--- src/rtl/reaction_pkg.sv ---
// -----------------------------------------------------------------------------
// reaction_pkg
//
// Shared definitions for the reaction timer:
//   - state_e       : FSM state encoding (3 bits)
//   - DIGIT_W       : width of one BCD digit
//   - NUM_DIGITS    : number of display digits
//   - BCD_MAX       : saturation value of the 4-digit BCD count (9999)
//   - bin_to_bcd4() : elaboration-time conversion of a binary limit to BCD
// -----------------------------------------------------------------------------
package reaction_pkg;

  localparam int          DIGIT_W    = 4;
  localparam int          NUM_DIGITS = 4;
  localparam int          BCD_W      = DIGIT_W * NUM_DIGITS;
  localparam logic [15:0] BCD_MAX    = 16'h9999;

  typedef enum logic [2:0] {
    ST_IDLE   = 3'd0,
    ST_ARMED  = 3'd1,
    ST_TIMING = 3'd2,
    ST_DONE   = 3'd3,
    ST_FAULT  = 3'd4
  } state_e;

  // Converts a binary value (0..9999) to four packed BCD digits. Used only
  // on parameters, so it folds away at elaboration.
  function automatic logic [15:0] bin_to_bcd4(input int unsigned value);
    logic [15:0] res;
    res[3:0]   = 4'(value % 10);
    res[7:4]   = 4'((value / 10) % 10);
    res[11:8]  = 4'((value / 100) % 10);
    res[15:12] = 4'((value / 1000) % 10);
    return res;
  endfunction

endpackage

--- src/rtl/bcd_counter4.sv ---
// -----------------------------------------------------------------------------
// bcd_counter4
//
// Four-digit cascaded BCD incrementer with synchronous clear. The count
// saturates at MAX_BCD: an increment request at the limit is ignored, and
// the owner of the counter decides what saturation means.
//
// Ports:
//   clk     in   system clock
//   rst     in   asynchronous active-high reset (count -> 0)
//   clr     in   synchronous clear (wins over inc)
//   inc     in   add one to the count, decimal ripple carry
//   bcd     out  {thousands, hundreds, tens, ones}
//   at_max  out  count equals MAX_BCD
// -----------------------------------------------------------------------------
module bcd_counter4
  import reaction_pkg::*;
#(
  parameter logic [15:0] MAX_BCD = BCD_MAX
) (
  input  logic        clk,
  input  logic        rst,
  input  logic        clr,
  input  logic        inc,
  output logic [15:0] bcd,
  output logic        at_max
);

  logic [BCD_W-1:0] bcd_q;
  logic [BCD_W-1:0] bcd_d;
  logic             carry;

  assign at_max = (bcd_q == MAX_BCD);
  assign bcd    = bcd_q;

  // NOTE: every signal driven here gets a default before any branch, so no
  // path leaves it unassigned and no latch is inferred.
  always_comb begin
    bcd_d = bcd_q;
    carry = 1'b0;
    if (clr) begin
      bcd_d = '0;
    end else if (inc && !at_max) begin
      // Ripple from the ones digit upward: a digit at 9 wraps to 0 and
      // passes the carry on, otherwise it absorbs the carry.
      carry = 1'b1;
      for (int i = 0; i < NUM_DIGITS; i++) begin
        if (carry) begin
          if (bcd_q[i*DIGIT_W +: DIGIT_W] == 4'd9) begin
            bcd_d[i*DIGIT_W +: DIGIT_W] = 4'd0;
          end else begin
            bcd_d[i*DIGIT_W +: DIGIT_W] = bcd_q[i*DIGIT_W +: DIGIT_W] + 4'd1;
            carry = 1'b0;
          end
        end
      end
    end
  end

  // NOTE: state registers use non-blocking assignments so every flop samples
  // the pre-edge values regardless of block ordering.
  always_ff @(posedge clk or posedge rst) begin
    if (rst) begin
      bcd_q <= '0;
    end else begin
      bcd_q <= bcd_d;
    end
  end

endmodule

--- src/rtl/reaction_timer.sv ---
// -----------------------------------------------------------------------------
// reaction_timer
//
// Sits behind the pre-start countdown. A start pulse arms a round; the
// rising edge of the (asynchronous) countdown_done level starts a
// millisecond count; the next button press stops it. A press before the
// count starts is a false start; reaching 9999 ms without a press is a
// timeout. The count is kept in BCD for the 7-segment display path.
//
// Ports:
//   clk             in   system clock
//   rst             in   asynchronous active-high reset
//   start           in   1-cycle pulse, arms a new round from any state
//   countdown_done  in   level, asynchronous to clk, held high after countdown
//   btn             in   debounced button level, synchronous to clk
//   bcd             out  elapsed ms, {thousands, hundreds, tens, ones}
//   timing          out  measurement running
//   result_valid    out  round finished with a valid reaction time
//   false_start     out  round aborted by a press before go
//   timeout         out  round aborted by the 9999 ms limit
// -----------------------------------------------------------------------------
module reaction_timer
  import reaction_pkg::*;
#(
  parameter int TICKS_PER_MS = 100000,
  parameter int MAX_MS       = 9999
) (
  input  logic        clk,
  input  logic        rst,
  input  logic        start,
  input  logic        countdown_done,
  input  logic        btn,
  output logic [15:0] bcd,
  output logic        timing,
  output logic        result_valid,
  output logic        false_start,
  output logic        timeout
);

  localparam int PRESC_W = (TICKS_PER_MS > 1) ? $clog2(TICKS_PER_MS) : 1;
  localparam logic [PRESC_W-1:0] PRESC_LAST = PRESC_W'(TICKS_PER_MS - 1);
  localparam logic [15:0]        MAX_BCD    = bin_to_bcd4(MAX_MS);

  // ---------------------------------------------------------------------------
  // Input conditioning
  // ---------------------------------------------------------------------------
  logic cd_meta_q;
  logic cd_sync_q;
  logic cd_prev_q;
  logic btn_q;
  logic go;
  logic press;

  // Two flops resolve metastability on the asynchronous countdown level; a
  // third holds the previous synchronized value for edge detection. Only a
  // low-to-high transition produces go, so a level that is already high when
  // a round is armed never starts the measurement.
  always_ff @(posedge clk or posedge rst) begin
    if (rst) begin
      cd_meta_q <= 1'b0;
      cd_sync_q <= 1'b0;
      cd_prev_q <= 1'b0;
      btn_q     <= 1'b0;
    end else begin
      cd_meta_q <= countdown_done;
      cd_sync_q <= cd_meta_q;
      cd_prev_q <= cd_sync_q;
      btn_q     <= btn;
    end
  end

  assign go    = cd_sync_q & ~cd_prev_q;
  // btn is already synchronous; a button held through start shows no edge.
  assign press = btn & ~btn_q;

  // ---------------------------------------------------------------------------
  // FSM, prescaler and status flags
  // ---------------------------------------------------------------------------
  state_e             state_q;
  state_e             state_d;
  logic [PRESC_W-1:0] presc_q;
  logic [PRESC_W-1:0] presc_d;
  logic               false_start_q;
  logic               false_start_d;
  logic               timeout_q;
  logic               timeout_d;
  logic               ms_tick;
  logic               cnt_clr;
  logic               cnt_inc;
  logic               cnt_at_max;

  assign ms_tick = (state_q == ST_TIMING) && (presc_q == PRESC_LAST);

  always_comb begin
    state_d       = state_q;
    presc_d       = presc_q;
    false_start_d = false_start_q;
    timeout_d     = timeout_q;
    cnt_clr       = 1'b0;
    cnt_inc       = 1'b0;

    if (start) begin
      // A new round overrides whatever the current state is doing,
      // including a press in the same cycle.
      state_d       = ST_ARMED;
      presc_d       = '0;
      false_start_d = 1'b0;
      timeout_d     = 1'b0;
      cnt_clr       = 1'b1;
    end else begin
      case (state_q)
        ST_ARMED: begin
          // An early press beats a go arriving in the same cycle.
          if (press) begin
            state_d       = ST_FAULT;
            false_start_d = 1'b1;
          end else if (go) begin
            state_d = ST_TIMING;
            presc_d = '0;
            cnt_clr = 1'b1;
          end
        end

        ST_TIMING: begin
          if (press) begin
            // The press freezes the count; a tick in this same cycle is
            // dropped so the result never over-reports.
            state_d = ST_DONE;
          end else begin
            presc_d = ms_tick ? '0 : presc_q + 1'b1;
            if (ms_tick) begin
              if (cnt_at_max) begin
                state_d   = ST_FAULT;
                timeout_d = 1'b1;
              end else begin
                cnt_inc = 1'b1;
              end
            end
          end
        end

        // IDLE, DONE and FAULT hold everything until the next start.
        default: ;
      endcase
    end
  end

  always_ff @(posedge clk or posedge rst) begin
    if (rst) begin
      state_q       <= ST_IDLE;
      presc_q       <= '0;
      false_start_q <= 1'b0;
      timeout_q     <= 1'b0;
    end else begin
      state_q       <= state_d;
      presc_q       <= presc_d;
      false_start_q <= false_start_d;
      timeout_q     <= timeout_d;
    end
  end

  // ---------------------------------------------------------------------------
  // Millisecond counter
  // ---------------------------------------------------------------------------
  bcd_counter4 #(
    .MAX_BCD (MAX_BCD)
  ) u_bcd_counter4 (
    .clk    (clk),
    .rst    (rst),
    .clr    (cnt_clr),
    .inc    (cnt_inc),
    .bcd    (bcd),
    .at_max (cnt_at_max)
  );

  // ---------------------------------------------------------------------------
  // Outputs: all decoded from registers
  // ---------------------------------------------------------------------------
  assign timing       = (state_q == ST_TIMING);
  assign result_valid = (state_q == ST_DONE);
  assign false_start  = false_start_q;
  assign timeout      = timeout_q;

endmodule
--- config.mk ---
export PLATFORM = sky130hd
export DESIGN_NAME = reaction_timer
export DESIGN_NICKNAME = d
export VERILOG_FILES = /design/src/rtl/reaction_pkg.sv /design/src/rtl/bcd_counter4.sv /design/src/rtl/reaction_timer.sv
export SDC_FILE = /design/constraint.sdc
export NUM_CORES = 1
export LEC_CHECK = 0
export CAP_MARGIN = 10
export CORE_MARGIN = 4
export CORE_UTILIZATION = 56
export DETAILED_ROUTE_END_ITERATION = 8
export PLACE_DENSITY = 0.86
export SYNTH_ARGS = -nofsm -noshare
export SYNTH_HDL_FRONTEND = slang
export SYNTH_SLANG_ARGS = --single-unit
--- constraint.sdc ---
create_clock -name clk -period 2.8 [get_ports clk]
set_input_delay 0.56 -clock clk [delete_from_list [all_inputs] [get_ports clk]]
set_output_delay 0.56 -clock clk [all_outputs]
set_load 0.005 [all_outputs]
==> run_results.csv <==
group,metric,value,unit
outcome,status,"complete, no violations",
clock_network,cts-resized-gates,0,
timing,period_share,0.895,
clock_network,root_buffer,"clkbuf_8",
place,io_buffers,24,
routing,wire_per_inst,15.8,um
floorplan,dieArea,5350,sq um
layout,mostFrequentLayoutCell,"dfrtp_1",
timing,tightest_slew,0.525,ns
synthesis,synth-seq-area-share,0.442,
timing,maxSlewHeadroom,0.647,
global_route,grt_use_met3,0.0427,
clock_network,cts_tree,"done",
global_route,met1_usage,0.296,
layout,layout-area-overhead-vs-synth,17.7,%
global_route,met2_usage,0.349,
floorplan,io_pins,25,
routing,totalWireLength,5370,um
synthesis,synth.area.top_cells,"dfrtp_1 44%, ha_1 5.3%, nand3_1 5.1%",
synthesis,yosys.area.top_type,"dfrtp_1",
place,dp_hpwl,3840,um
worst_setup_path,required,2.24,ns
clock_network,clock_path_buffers,2,
routing,viasPerCell,6.18,
routing,drt_iter0_drc,170,
timing,setup_ws,0.293,ns
routing,dr.pass1.iters,4,
clock_network,postCtsHoldBufs,0,
power,p_leak,1.13,nW
global_route,grt_usage,0.218,
floorplan,fp.dieW,73.1,um
routing,final_antenna_net_count,0,
synthesis,synth_edf_count,0,
synthesis,synthDistinctLibCells,49,
routing,route.detailed.drc,0,
layout,finalNetCount,306,
worst_setup_path,crit_fanout,9,
layout,layout-drive-gt1-share,0.0793,
worst_setup_path,startpoint_type,"flip-flop",
clock_network,cts_sinks,42,
floorplan,design.core.area,4060,sq um
global_route,grt_max_degree,43,
timing,finalSetupViolations,0,
clock_network,clock_latency,0.29,ns
run,drv_cap,0,
clock_network,clk_pin_slew,0.07,ns
power,p_per_area,395,nW/um^2
timing,post-route-min-period,2.51,ns
timing,fin_setup_tns,0,ns
global_route,overflow,0,
synthesis,synth_warnings,0,
min_path,hold_class,"flip-flop to flip-flop",
worst_setup_path,worstSetupEndpointType,"output port",
synthesis,synth_nets,274,
timing,slew_violations,0,
timing,fmax,399,MHz
worst_setup_path,critical_path_class,"flip-flop to output port",
global_route,busiest_layer,"met2",
synthesis,synth_flop_cell,"dfrtp_1",
floorplan,row_count,23,
place,place.gp.congestion,0.762,
global_route,grt_pass1_wl,9210,um
synthesis,avgSynthCellArea,9.17,sq um
global_route,grt_pass1_vias,2008,
floorplan,die_h,73.1,um
clock_network,cts_setup_buffers,0,
routing,vias,2102,
clock_network,htree_levels,2,
synthesis,syn_inst,259,
floorplan,start_util,0.586,
synthesis,synth-async-reset-ratio,1.00,
synthesis,synth_top_area_frac,0.442,
worst_setup_path,crit_arrival,1.95,ns
power,ir_worst_vdd,0.000280,V
layout,num_antenna_cells,0,
clock_network,cts_buffers,5,
timing,skew,0.00932,ns
place,dp_slack,0.130,ns
layout,final_cell_mix,"42 x dfrtp_1, 31 x nand2_1, 24 x nand3_1, 24 x clkdlybuf4s50_1",
synthesis,synth-seq-cells,42,
timing,rsz0062_at_grt,"no",
timing,finalHoldViolCount,0,
synthesis,synth.cell_area,2380,sq um
global_route,antenna_found_initial,0,
==> synth_stat cells (all sizes together), types with 6 or more instances <==
master	instances
clkbuf	7
o21ai	15
ha	10
or4	10
or3	9
nand2	31
o31ai	6
nand4	7
nor2	9
a21oi	15
inv	9
dfrtp	42
nand3	24
==> cells by family (layout without fill, tap and decap cells) <==
group | count (synthesis) | in the layout | synth area share
DFF | 42 | 42 | 0.442
AOI/OAI and AO/OA | 65 | 65 | 0.178
and+or+nand+nor | 122 | 122 | 0.291
buffers and inverters | 19 | 50 | 0.0321
adders and majority gates | 10 | 10 | 0.0527
muxes | 1 | 1 | 0.00421
==> state kept, by name (all words and copies together), names as in the netlist <==
signal and count:
btn_q 1, u_bcd_counter4.bcd 16, cd_meta_q 1, timeout 1, state_q 3, presc_q 17, false_start 1, cd_sync_q 1
cd_prev_q 1
==> path summary, 6_finish.rpt <==
check,startpoint,cells past startpoint,to,slack (ns)
max,state_q[2],3,timing,0.29
max reg2reg,state_q[2],5,u_bcd_counter4.bcd[11],0.38
min,cd_meta_q,0,cd_sync_q,0.36
min reg2reg,cd_meta_q,0,cd_sync_q,0.36
max in group asynchronous,rst,3,presc_q[10],1.73
min in group asynchronous,rst,3,u_bcd_counter4.bcd[3],0.70
==> layout make-up <==
type,instances,area (sq um)
Inverter,10,37.5
Multi-Input combinational cell,198,1250
Fill cell,328,1260
Tap cell,50,62.6
Sequential cell,42,1050
Timing Repair Buffer,34,315
Clock buffer,6,82.6
==> per-layer routing <==
metal	vias to the layer above	share of wire	wire, um
met3	8	0.047	250
met2	59	0.48	2580
met4	0	0.014	73
li1	1034	-	-
met1	1001	0.46	2460
met5	-	0	0
==> through the flow <==
| stage | instances | utilization | hold WS (ns) | cell area, sq um | power, mW |
|---|---|---|---|---|---|
| finish | 340 | 0.689 | 0.359 | 2800 | 1.11 |
| global route | 340 | 0.689 | 0.372 | 2800 | 1.15 |
| CTS | 340 | 0.689 | 0.364 | 2800 | 1.12 |
| detailed placement | 334 | 0.669 | 0.338 | 2720 | 0.740 |
| global placement | 334 | 0.669 | 0.348 | 2720 | 0.737 |
| floorplan | 259 | - | 0.331 | 2380 | 0.697 |
==> power by group <==
group	switching, mW	internal [mW]	total [mW]
registers	0.00757	0.616	0.624
logic	0.0620	0.0422	0.104
clock network	0.188	0.190	0.378
==> worst max-delay path, stage by stage (launching register included) <==
cell and delay, ns:
dfrtp_1 0.41, or3b_1 0.55, inv_1 0.18, clkdlybuf4s50_1 0.52
(Power assumes the default switching activity.)
